--- src/rtl/strassen_tile_seq.sv ---
// Start/done sequencer for the 7-ALU Strassen 2x2 datapath. It runs one gated four-phase pass
// for every (i,j,k) tile triple of a TILES x TILES block product, then pulses done.
module strassen_tile_seq #(
    parameter int TILES = 2,
    parameter int IDX_W = 3
) (
    input  logic             clk,
    input  logic             rst_n,
    input  logic             start,
    input  logic             abort,
    output logic             busy,
    output logic             done,
    output logic [IDX_W-1:0] tile_i,
    output logic [IDX_W-1:0] tile_j,
    output logic [IDX_W-1:0] tile_k,
    output logic             acc_clr,
    output logic [1:0]       alu1,
    output logic [1:0]       alu2,
    output logic [1:0]       alu3,
    output logic [1:0]       alu4,
    output logic [1:0]       alu5,
    output logic [1:0]       alu6,
    output logic [1:0]       alu7,
    output logic             mux2,
    output logic [1:0]       mux3,
    output logic [1:0]       mux4,
    output logic             memWe,
    output logic             memMuxCtrl
);

    typedef enum logic [2:0] {
        S_IDLE = 3'd0,
        S_PH0  = 3'd1,
        S_PH1  = 3'd2,
        S_PH2  = 3'd3,
        S_PH3  = 3'd4,
        S_DONE = 3'd5
    } state_t;

    localparam logic [IDX_W-1:0] ZERO_IDX = {IDX_W{1'b0}};
    localparam logic [IDX_W-1:0] ONE_IDX  = IDX_W'(1);
    localparam logic [IDX_W-1:0] LAST_IDX = IDX_W'(TILES - 1);

    state_t           state_r, state_s;
    logic [IDX_W-1:0] i_r, j_r, k_r;
    logic [IDX_W-1:0] i_s, j_s, k_s;

    // State and tile-index registers.
    always_ff @(posedge clk) begin
        if (!rst_n) begin
            state_r <= S_IDLE;
            i_r     <= ZERO_IDX;
            j_r     <= ZERO_IDX;
            k_r     <= ZERO_IDX;
        end else begin
            state_r <= state_s;
            i_r     <= i_s;
            j_r     <= j_s;
            k_r     <= k_s;
        end
    end

    // Next state and index stepping; k is the fastest-moving index, i the slowest.
    always_comb begin
        state_s = state_r;
        i_s     = i_r;
        j_s     = j_r;
        k_s     = k_r;
        case (state_r)
            S_IDLE: begin
                if (start && !abort) begin
                    state_s = S_PH0;
                end else begin
                    state_s = S_IDLE;
                end
                i_s = ZERO_IDX;
                j_s = ZERO_IDX;
                k_s = ZERO_IDX;
            end
            S_PH0, S_PH1, S_PH2, S_PH3: begin
                if (abort) begin
                    state_s = S_IDLE;
                    i_s     = ZERO_IDX;
                    j_s     = ZERO_IDX;
                    k_s     = ZERO_IDX;
                end else if (state_r == S_PH0) begin
                    state_s = S_PH1;
                end else if (state_r == S_PH1) begin
                    state_s = S_PH2;
                end else if (state_r == S_PH2) begin
                    state_s = S_PH3;
                end else if (i_r == LAST_IDX && j_r == LAST_IDX && k_r == LAST_IDX) begin
                    state_s = S_DONE;
                    i_s     = ZERO_IDX;
                    j_s     = ZERO_IDX;
                    k_s     = ZERO_IDX;
                end else begin
                    state_s = S_PH0;
                    if (k_r == LAST_IDX) begin
                        k_s = ZERO_IDX;
                        if (j_r == LAST_IDX) begin
                            j_s = ZERO_IDX;
                            i_s = i_r + ONE_IDX;
                        end else begin
                            j_s = j_r + ONE_IDX;
                        end
                    end else begin
                        k_s = k_r + ONE_IDX;
                    end
                end
            end
            S_DONE: begin
                state_s = S_IDLE;
            end
            default: begin
                state_s = S_IDLE;
                i_s     = ZERO_IDX;
                j_s     = ZERO_IDX;
                k_s     = ZERO_IDX;
            end
        endcase
    end

    assign tile_i = i_r;
    assign tile_j = j_r;
    assign tile_k = k_r;

    // Moore decode of the phase into datapath controls; the first k pass overwrites the result.
    always_comb begin
        busy       = 1'b0;
        done       = 1'b0;
        acc_clr    = 1'b0;
        {alu1, alu2, alu3, alu4, alu5, alu6, alu7} = 14'd0;
        mux2       = 1'b0;
        mux3       = 2'd0;
        mux4       = 2'd0;
        memWe      = 1'b0;
        memMuxCtrl = 1'b0;
        case (state_r)
            S_PH0: begin
                busy = 1'b1;
                {alu1, alu2, alu3, alu4, alu5, alu6, alu7} =
                    {2'd0, 2'd0, 2'd1, 2'd1, 2'd0, 2'd1, 2'd1};
            end
            S_PH1: begin
                busy = 1'b1;
                mux2 = 1'b1;
                mux3 = 2'd1;
                mux4 = 2'd1;
                {alu1, alu2, alu3, alu4, alu5, alu6, alu7} =
                    {2'd2, 2'd2, 2'd2, 2'd2, 2'd2, 2'd2, 2'd2};
            end
            S_PH2: begin
                busy    = 1'b1;
                mux2    = 1'b1;
                mux3    = 2'd2;
                mux4    = 2'd2;
                memWe   = 1'b1;
                acc_clr = (k_r == ZERO_IDX);
                {alu1, alu2, alu3, alu4, alu5, alu6, alu7} =
                    {2'd0, 2'd1, 2'd0, 2'd0, 2'd1, 2'd0, 2'd2};
            end
            S_PH3: begin
                busy       = 1'b1;
                mux2       = 1'b1;
                mux3       = 2'd2;
                mux4       = 2'd3;
                memWe      = 1'b1;
                memMuxCtrl = 1'b1;
                acc_clr    = (k_r == ZERO_IDX);
                {alu1, alu2, alu3, alu4, alu5, alu6, alu7} =
                    {2'd0, 2'd0, 2'd0, 2'd0, 2'd1, 2'd0, 2'd2};
            end
            S_DONE: begin
                done = 1'b1;
            end
            default: begin
                busy = 1'b0;
            end
        endcase
    end

endmodule

--- config.mk ---
export PLATFORM = sky130hd
export DESIGN_NAME = strassen_tile_seq
export DESIGN_NICKNAME = d
export VERILOG_FILES = /design/src/rtl/strassen_tile_seq.sv
export SDC_FILE = /design/constraint.sdc
export NUM_CORES = 1
export LEC_CHECK = 0
export BUFFER_PORTS_ARGS = -buffer_cell sky130_fd_sc_hd__clkbuf_2
export CORE_MARGIN = 2
export CORE_UTILIZATION = 35
export DETAILED_ROUTE_END_ITERATION = 7
export SLEW_MARGIN = 40
export SYNTH_ARGS = -nofsm -noshare
export SYNTH_HDL_FRONTEND = slang
export SYNTH_SLANG_ARGS = --single-unit
--- constraint.sdc ---
create_clock -name clk -period 2 [get_ports clk]
set_clock_uncertainty 0.15 [all_clocks]
set_input_delay 0.2 -clock clk [delete_from_list [all_inputs] [get_ports clk]]
set_output_delay 0.2 -clock clk [all_outputs]
set_load 0.03 [all_outputs]
==> results.json, run 1 <==
{
  "fin_nets": 146,
  "report.final.slew_viol_count": 0,
  "cts_buffers": 3,
  "timing.final.crit_share_pct": 93.80,
  "yosysSeqAreaShare_pct": 30.05,
  "die_h_um": 51.80,
  "worstPathRequired_ns": 1.65,
  "layout_common_cells": "34 x sky130_fd_sc_hd__clkbuf_2, 14 x sky130_fd_sc_hd__nand2_1, 12 x sky130_fd_sc_hd__dfxtp_1",
  "design.die.area_um2": 2683,
  "fraction_of_layout_cells_with_a_size_suffix_above_1_pct": 39.57,
  "synth_simple_gate_area_share_pct": 29.11,
  "number_of_global_route_vias_before_repair": 708,
  "ys_async_sr_fraction_pct": 0,
  "synth-compound-area-share_pct": 16.59,
  "finalHoldViolations": 0,
  "cp-end-kind": "primary output",
  "hold_path_class": "primary input to flop",
  "final.setup.tns_ns": 0,
  "hold_path_startpoint": "abort",
  "wp_data_arrival_ns": 1.53,
  "synthesis_stage_register_bit_count": 12,
  "antenna_found_initial": 0,
  "via_per_inst": 4.946,
  "fp.coreArea_um2": 2191,
  "clock_sinks": 12,
  "worst-setup-path-type": "flop to primary output",
  "io-pin-count": 37,
  "netlist_instances": 105,
  "route.detailed.drc": 0,
  "globalRouteTotalUtil_pct": 15.46,
  "synth_mux_area_share_pct": 2.660,
  "num_antenna_cells": 0,
  "worstSkewPairLatency_ns": 0.27,
  "final_area_um2": 1060,
  "synthFlopType": "sky130_fd_sc_hd__dfxtp_1",
  "tritoncts": "built",
  "setup.worst_path.start": "state_r[0]$_SDFF_PN0_",
  "gp_routability_congestion": 0.8028,
  "clk_pin_slew_worst_paths_ns": 0.07,
  "area.growth.synth_to_final_pct": 32.55,
  "cts_root_buffer": "sky130_fd_sc_hd__clkbuf_4",
  "drt-wirelength-per-cell_um": 10.87,
  "maximum_number_of_pins_on_one_net_before_global_route_repair": 13,
  "via_count": 826,
  "mappedNetlistNets": 111,
  "final_core_util_pct": 48.37,
  "layout.cells.most_common": "sky130_fd_sc_hd__clkbuf_2",
  "globalRoute.totalOverflow": 0,
  "vdd_ir_drop_max_v": 0.0002980,
  "routed_wl_um": 1816,
  "power_per_cell_area_nw_per_um2": 489.6,
  "syn_area_per_cell_um2": 7.614,
  "finalSetupViolations": 0,
  "htree_levels": 1,
  "cellLeakagePower_nw": 0.5214,
  "post_place_cell_area_um2": 998.5,
  "grt_pass1_wl_um": 3105,
  "fraction_of_synthesized_cell_area_in_xor_and_xnor_cells_pct": 3.286,
  "maxCapViolations": 0,
  "critical_path.reg2reg.startpoint": "state_r[0]$_SDFF_PN0_",
  "number_of_flops_mapped_to_enable_cells_by_yosys": 0,
  "worstPathMaxFanout": 11,
  "final_min_period_ns": 1.876,
  "detail-route-antenna-nets": 0,
  "netlist.area_leader.share_pct": 30.05,
  "synth_top_area_cell": "sky130_fd_sc_hd__dfxtp_1",
  "run_status": "finished, final reports clean",
  "adder_cell_fraction_of_synth_area_pct": 3.130,
  "post_synth_num_cell_types": 34,
  "hpwl_um": 1436,
  "synth_area_leaders": "sky130_fd_sc_hd__dfxtp_1 30%, sky130_fd_sc_hd__buf_4 9.4%, sky130_fd_sc_hd__nand2_1 7.0%",
  "drt_pre_antenna_iters": 4,
  "synth_cell_area_um2": 799.5,
  "placement.io_buffers": 35,
  "first_iter_violations": 14,
  "clock.fmax_ghz": 0.5331,
  "total_power_uw": 518.9,
  "worstSetupStartpointType": "flop",
  "std_cell_rows": 17,
  "cts_max_path_buffers": 2,
  "rsz0062_at_grt": "no",
  "chipWidth_um": 51.80,
  "initial_core_utilization_pct": 36.49,
  "synth_top_family_by_area": "simple AND/OR/NAND/NOR gates",
  "yosysWarningCount": 0
}
[timing repair]
action,CTS,global route
resized for setup,0,5
hold buffers,1,0
setup buffers,1,0
endpoints found under the hold margin,1,0
endpoints found under the setup margin,1,1
[cells by family (layout without fill, tap and decap cells)]
family                     Yosys count  count (layout)
and+or+nand+nor                     44              44
buffers and inverters               21              55
AOI/OAI and AO/OA                   20              20
DFF                                 12              12
xor gates and xnor gates             3               3
adders and majority gates            2               2
muxes                                2               2
other                                1               1
[cell usage after synthesis (2+ instances only)]
| cell | count |
|---|---|
| sky130_fd_sc_hd__nand2_1 | 15 |
| sky130_fd_sc_hd__dfxtp_1 | 12 |
| sky130_fd_sc_hd__buf_4 | 10 |
| sky130_fd_sc_hd__nor2_1 | 8 |
| sky130_fd_sc_hd__a21oi_1 | 7 |
| sky130_fd_sc_hd__inv_1 | 6 |
| sky130_fd_sc_hd__clkbuf_1 | 4 |
| sky130_fd_sc_hd__nor3b_1 | 4 |
| sky130_fd_sc_hd__nand2b_1 | 3 |
| sky130_fd_sc_hd__nand3b_1 | 3 |
| sky130_fd_sc_hd__o32ai_1 | 3 |
| sky130_fd_sc_hd__xnor2_1 | 3 |
| sky130_fd_sc_hd__ha_1 | 2 |
| sky130_fd_sc_hd__nand3_1 | 2 |
| sky130_fd_sc_hd__o21ai_0 | 2 |
| sky130_fd_sc_hd__o22ai_1 | 2 |
| sky130_fd_sc_hd__or3_1 | 2 |
[through the flow]
stage / setup WS (ns) / instances / hold WS (ns)
floorplan: 0.02619 / 105 / 0.1679
global placement: 0.2533 / 161 / 0.2709
detailed placement: 0.2259 / 161 / 0.2707
CTS: 0.01683 / 167 / 0.1504
global route: 0.01466 / 167 / 0.1677
finish: 0.1241 / 167 / 0.1441
[final timing paths]
kind / end / slack [ns] / cells after the start
max reg2reg: tile_i[2]$_SDFFE_PN0P_ / 0.22 / 3
min reg2reg: tile_i[1]$_SDFFE_PN0P_ / 0.34 / 2
max: acc_clr / 0.12 / 5
min: state_r[2]$_SDFF_PN0_ / 0.14 / 3
[sequential cells by signal, indices dropped and copies added, names as in the netlist]
signal,flops
state_r,3
tile_i,3
tile_k,3
tile_j,3
[power breakdown]
group / switching, mW / leakage (nW) / internal, mW
Combinational: 0.0563 / 0.404 / 0.0278
Sequential: 0.00130 / 0.0968 / 0.241
Clock: 0.0822 / 0.0210 / 0.111
[cell type report]
cell class / instances / area (um2)
clock buffer: 4 / 36.28
fill: 239 / 1131
inverter: 6 / 22.52
multi-input combinational: 72 / 470.5
sequential: 12 / 240.2
tap: 28 / 35.03
timing repair buffer: 45 / 255.2
[layer usage]
| layer | track usage (%) | vias to the layer above | routed length, um |
|---|---|---|---|
| met3 | 3.736 | 2 | 129 |
| li1 | - | 423 | - |
| met4 | 5.702 | 0 | 13 |
| met2 | 24.57 | 36 | 800 |
| met1 | 20.25 | 365 | 873 |
| met5 | 0 | - | 0 |
[worst max-delay path: stages, from the launching register on]
cell                        delay (ns)
sky130_fd_sc_hd__dfxtp_1          0.31
sky130_fd_sc_hd__buf_4            0.16
sky130_fd_sc_hd__nor2_2           0.14
sky130_fd_sc_hd__nand2_2          0.09
sky130_fd_sc_hd__a2111oi_4        0.34
sky130_fd_sc_hd__buf_4            0.21
Power figures use the tool's default switching activity.
==> run 2: changes to the inputs <==
--- a/config.mk
+++ b/config.mk
@@ -9,6 +9,7 @@
 export CORE_MARGIN = 2
 export CORE_UTILIZATION = 35
 export DETAILED_ROUTE_END_ITERATION = 7
+export PLACE_DENSITY = 0.75
 export SLEW_MARGIN = 40
 export SYNTH_ARGS = -nofsm -noshare
 export SYNTH_HDL_FRONTEND = slang
==> run 2 against run 1 <==
- first-iteration DRC count decreased by 64%
- via count increased by 0.85%
- register-to-register slack got worse by 0.09 ns
- wire length increased by 3.2%
- sequential power about the same
- maximum frequency decreased by 1.8%
- sequential share of layout area increased by 0.30 points
- cell count decreased by 1.8%
- count of clock-buffer cells in the layout unchanged
- global-route usage decreased by 0.37 points
- critical path depth decreased by 1
- critical path type unchanged
==> results.json, run 2 (same netlist as run 1, synthesis figures left out) <==
{
  "cp-end-kind": "primary output",
  "timing.final.crit_share_pct": 95.50,
  "multi_input_comb_area_um2": 479.2,
  "total_power_uw": 522.4,
  "htree_levels": 1,
  "hpwl_um": 1425,
  "cellLeakagePower_nw": 0.5134,
  "final_critical_path_setup_slack_ns": 0.09004,
  "run_status": "finished, final reports clean",
  "globalRoute.totalOverflow": 0,
  "clock.fmax_ghz": 0.5236,
  "first_iter_violations": 5,
  "report.final.slew_viol_count": 0,
  "worstPathMaxFanout": 12,
  "critical_path.cell_chain": "buf_4 > nand3b_1 > a2111oi_4 > buf_4",
  "area.growth.synth_to_final_pct": 30.83,
  "placement.io_buffers": 35,
  "final_cells": 164,
  "area_taken_by_flip_flops_and_latches_um2": 240.2,
  "drt_pre_antenna_iters": 4,
  "placed_cells_incl_taps": 158,
  "cts_root_buffer": "sky130_fd_sc_hd__clkbuf_4",
  "io-pin-count": 37,
  "design.die.area_um2": 2683,
  "fill_cell_count": 219,
  "worst-setup-path-type": "flop to primary output",
  "rsz0062_at_grt": "no",
  "timing.critical_path.buf_inv": 2,
  "final_core_util_pct": 47.74,
  "initial_core_utilization_pct": 36.49,
  "cts_max_path_buffers": 2,
  "via_count": 833,
  "fin_nets": 143,
  "wp_data_arrival_ns": 1.56,
  "maxCapViolations": 0,
  "via_per_inst": 5.079,
  "final_hold_slack_ns": 0.1401,
  "pre_cts_slack_ns": 0.1356,
  "antenna_found_initial": 0,
  "tritoncts": "built",
  "worst_path_largest_cell_delay_ns": 0.32,
  "finalHoldViolations": 0,
  "final_area_um2": 1046,
  "clk_pin_slew_worst_paths_ns": 0.08,
  "detail-route-antenna-nets": 0,
  "number_of_global_route_vias_before_repair": 707,
  "clock_sinks": 12,
  "fraction_of_layout_cells_with_a_size_suffix_above_1_pct": 38.97,
  "critical-path-slowest-cell": "sky130_fd_sc_hd__dfxtp_1",
  "std_cell_rows": 17,
  "finalSetupViolations": 0,
  "vdd_ir_drop_max_v": 0.0003269,
  "cts_buffers": 3,
  "critical-path-top-delay-family": "buffers and inverters",
  "worstSetupStartpointType": "flop",
  "die_h_um": 51.80,
  "final.setup.tns_ns": 0,
  "drt-wirelength-per-cell_um": 11.43,
  "num_antenna_cells": 0,
  "fp.coreArea_um2": 2191,
  "post_place_cell_area_um2": 975.9,
  "layout.cells.most_common": "sky130_fd_sc_hd__clkbuf_2",
  "route.detailed.drc": 0,
  "cpMostUsedCell": "sky130_fd_sc_hd__buf_4",
  "hold_path_class": "primary input to flop",
  "final_min_period_ns": 1.910,
  "layout_common_cells": "34 x sky130_fd_sc_hd__clkbuf_2, 15 x sky130_fd_sc_hd__nand2_1, 12 x sky130_fd_sc_hd__dfxtp_1",
  "routed_wl_um": 1875,
  "chipWidth_um": 51.80,
  "grt_pass1_wl_um": 3015,
  "gp_routability_congestion": 0.8243,
  "power_per_cell_area_nw_per_um2": 499.5,
  "globalRouteTotalUtil_pct": 15.09,
  "maximum_number_of_pins_on_one_net_before_global_route_repair": 13,
  "worstSkewPairLatency_ns": 0.28,
  "worstPathRequired_ns": 1.65
}
-- run 2: final timing paths --
kind                                        startpoint                endpoint  slack (ns)  cells past startpoint
worst max-delay path             state_r[2]$_SDFF_PN0_                 acc_clr        0.09                      4
worst min-delay path                             abort   state_r[2]$_SDFF_PN0_        0.14                      3
worst max register to register   state_r[0]$_SDFF_PN0_  tile_i[2]$_SDFFE_PN0P_        0.13                      3
worst min register to register  tile_i[1]$_SDFFE_PN0P_  tile_i[1]$_SDFFE_PN0P_        0.37                      2
-- run 2: what timing repair did --
action | CTS | global route
setup endpoints to repair | 1 | 3
cloned | 0 | 0
setup buffers | 0 | 1
endpoints found under the hold margin | 1 | 0
hold buffers | 1 | 0
resized for setup | 1 | 4
-- run 2: worst min-delay path, delay by kind of cell --
| family | cells | cell delay, ns |
|---|---|---|
| buf+inv | 1 | 0.11 |
| simple gates | 1 | 0.17 |
| compound gates | 1 | 0.05 |
-- run 2: cell type report --
class | instances | area share, %
sequential | 12 | 22.97
timing repair buffer | 42 | 22.25
tap | 28 | 3.349
clock buffer | 4 | 3.469
multi-input combinational | 72 | 45.81
inverter | 6 | 2.153
-- run 2: report_power, final --
part           total [mW]  switching [mW]  internal, mW
logic              0.0835          0.0563        0.0272
registers           0.242         0.00142         0.241
clock network       0.197          0.0862         0.111
-- run 2: layer usage --
metal | share of wire [%] | global-route usage (%)
met2 | 46 | 25.21
met5 | 0 | 0
met4 | 0.53 | 6.579
met1 | 46 | 17.91
met3 | 7.1 | 4.310
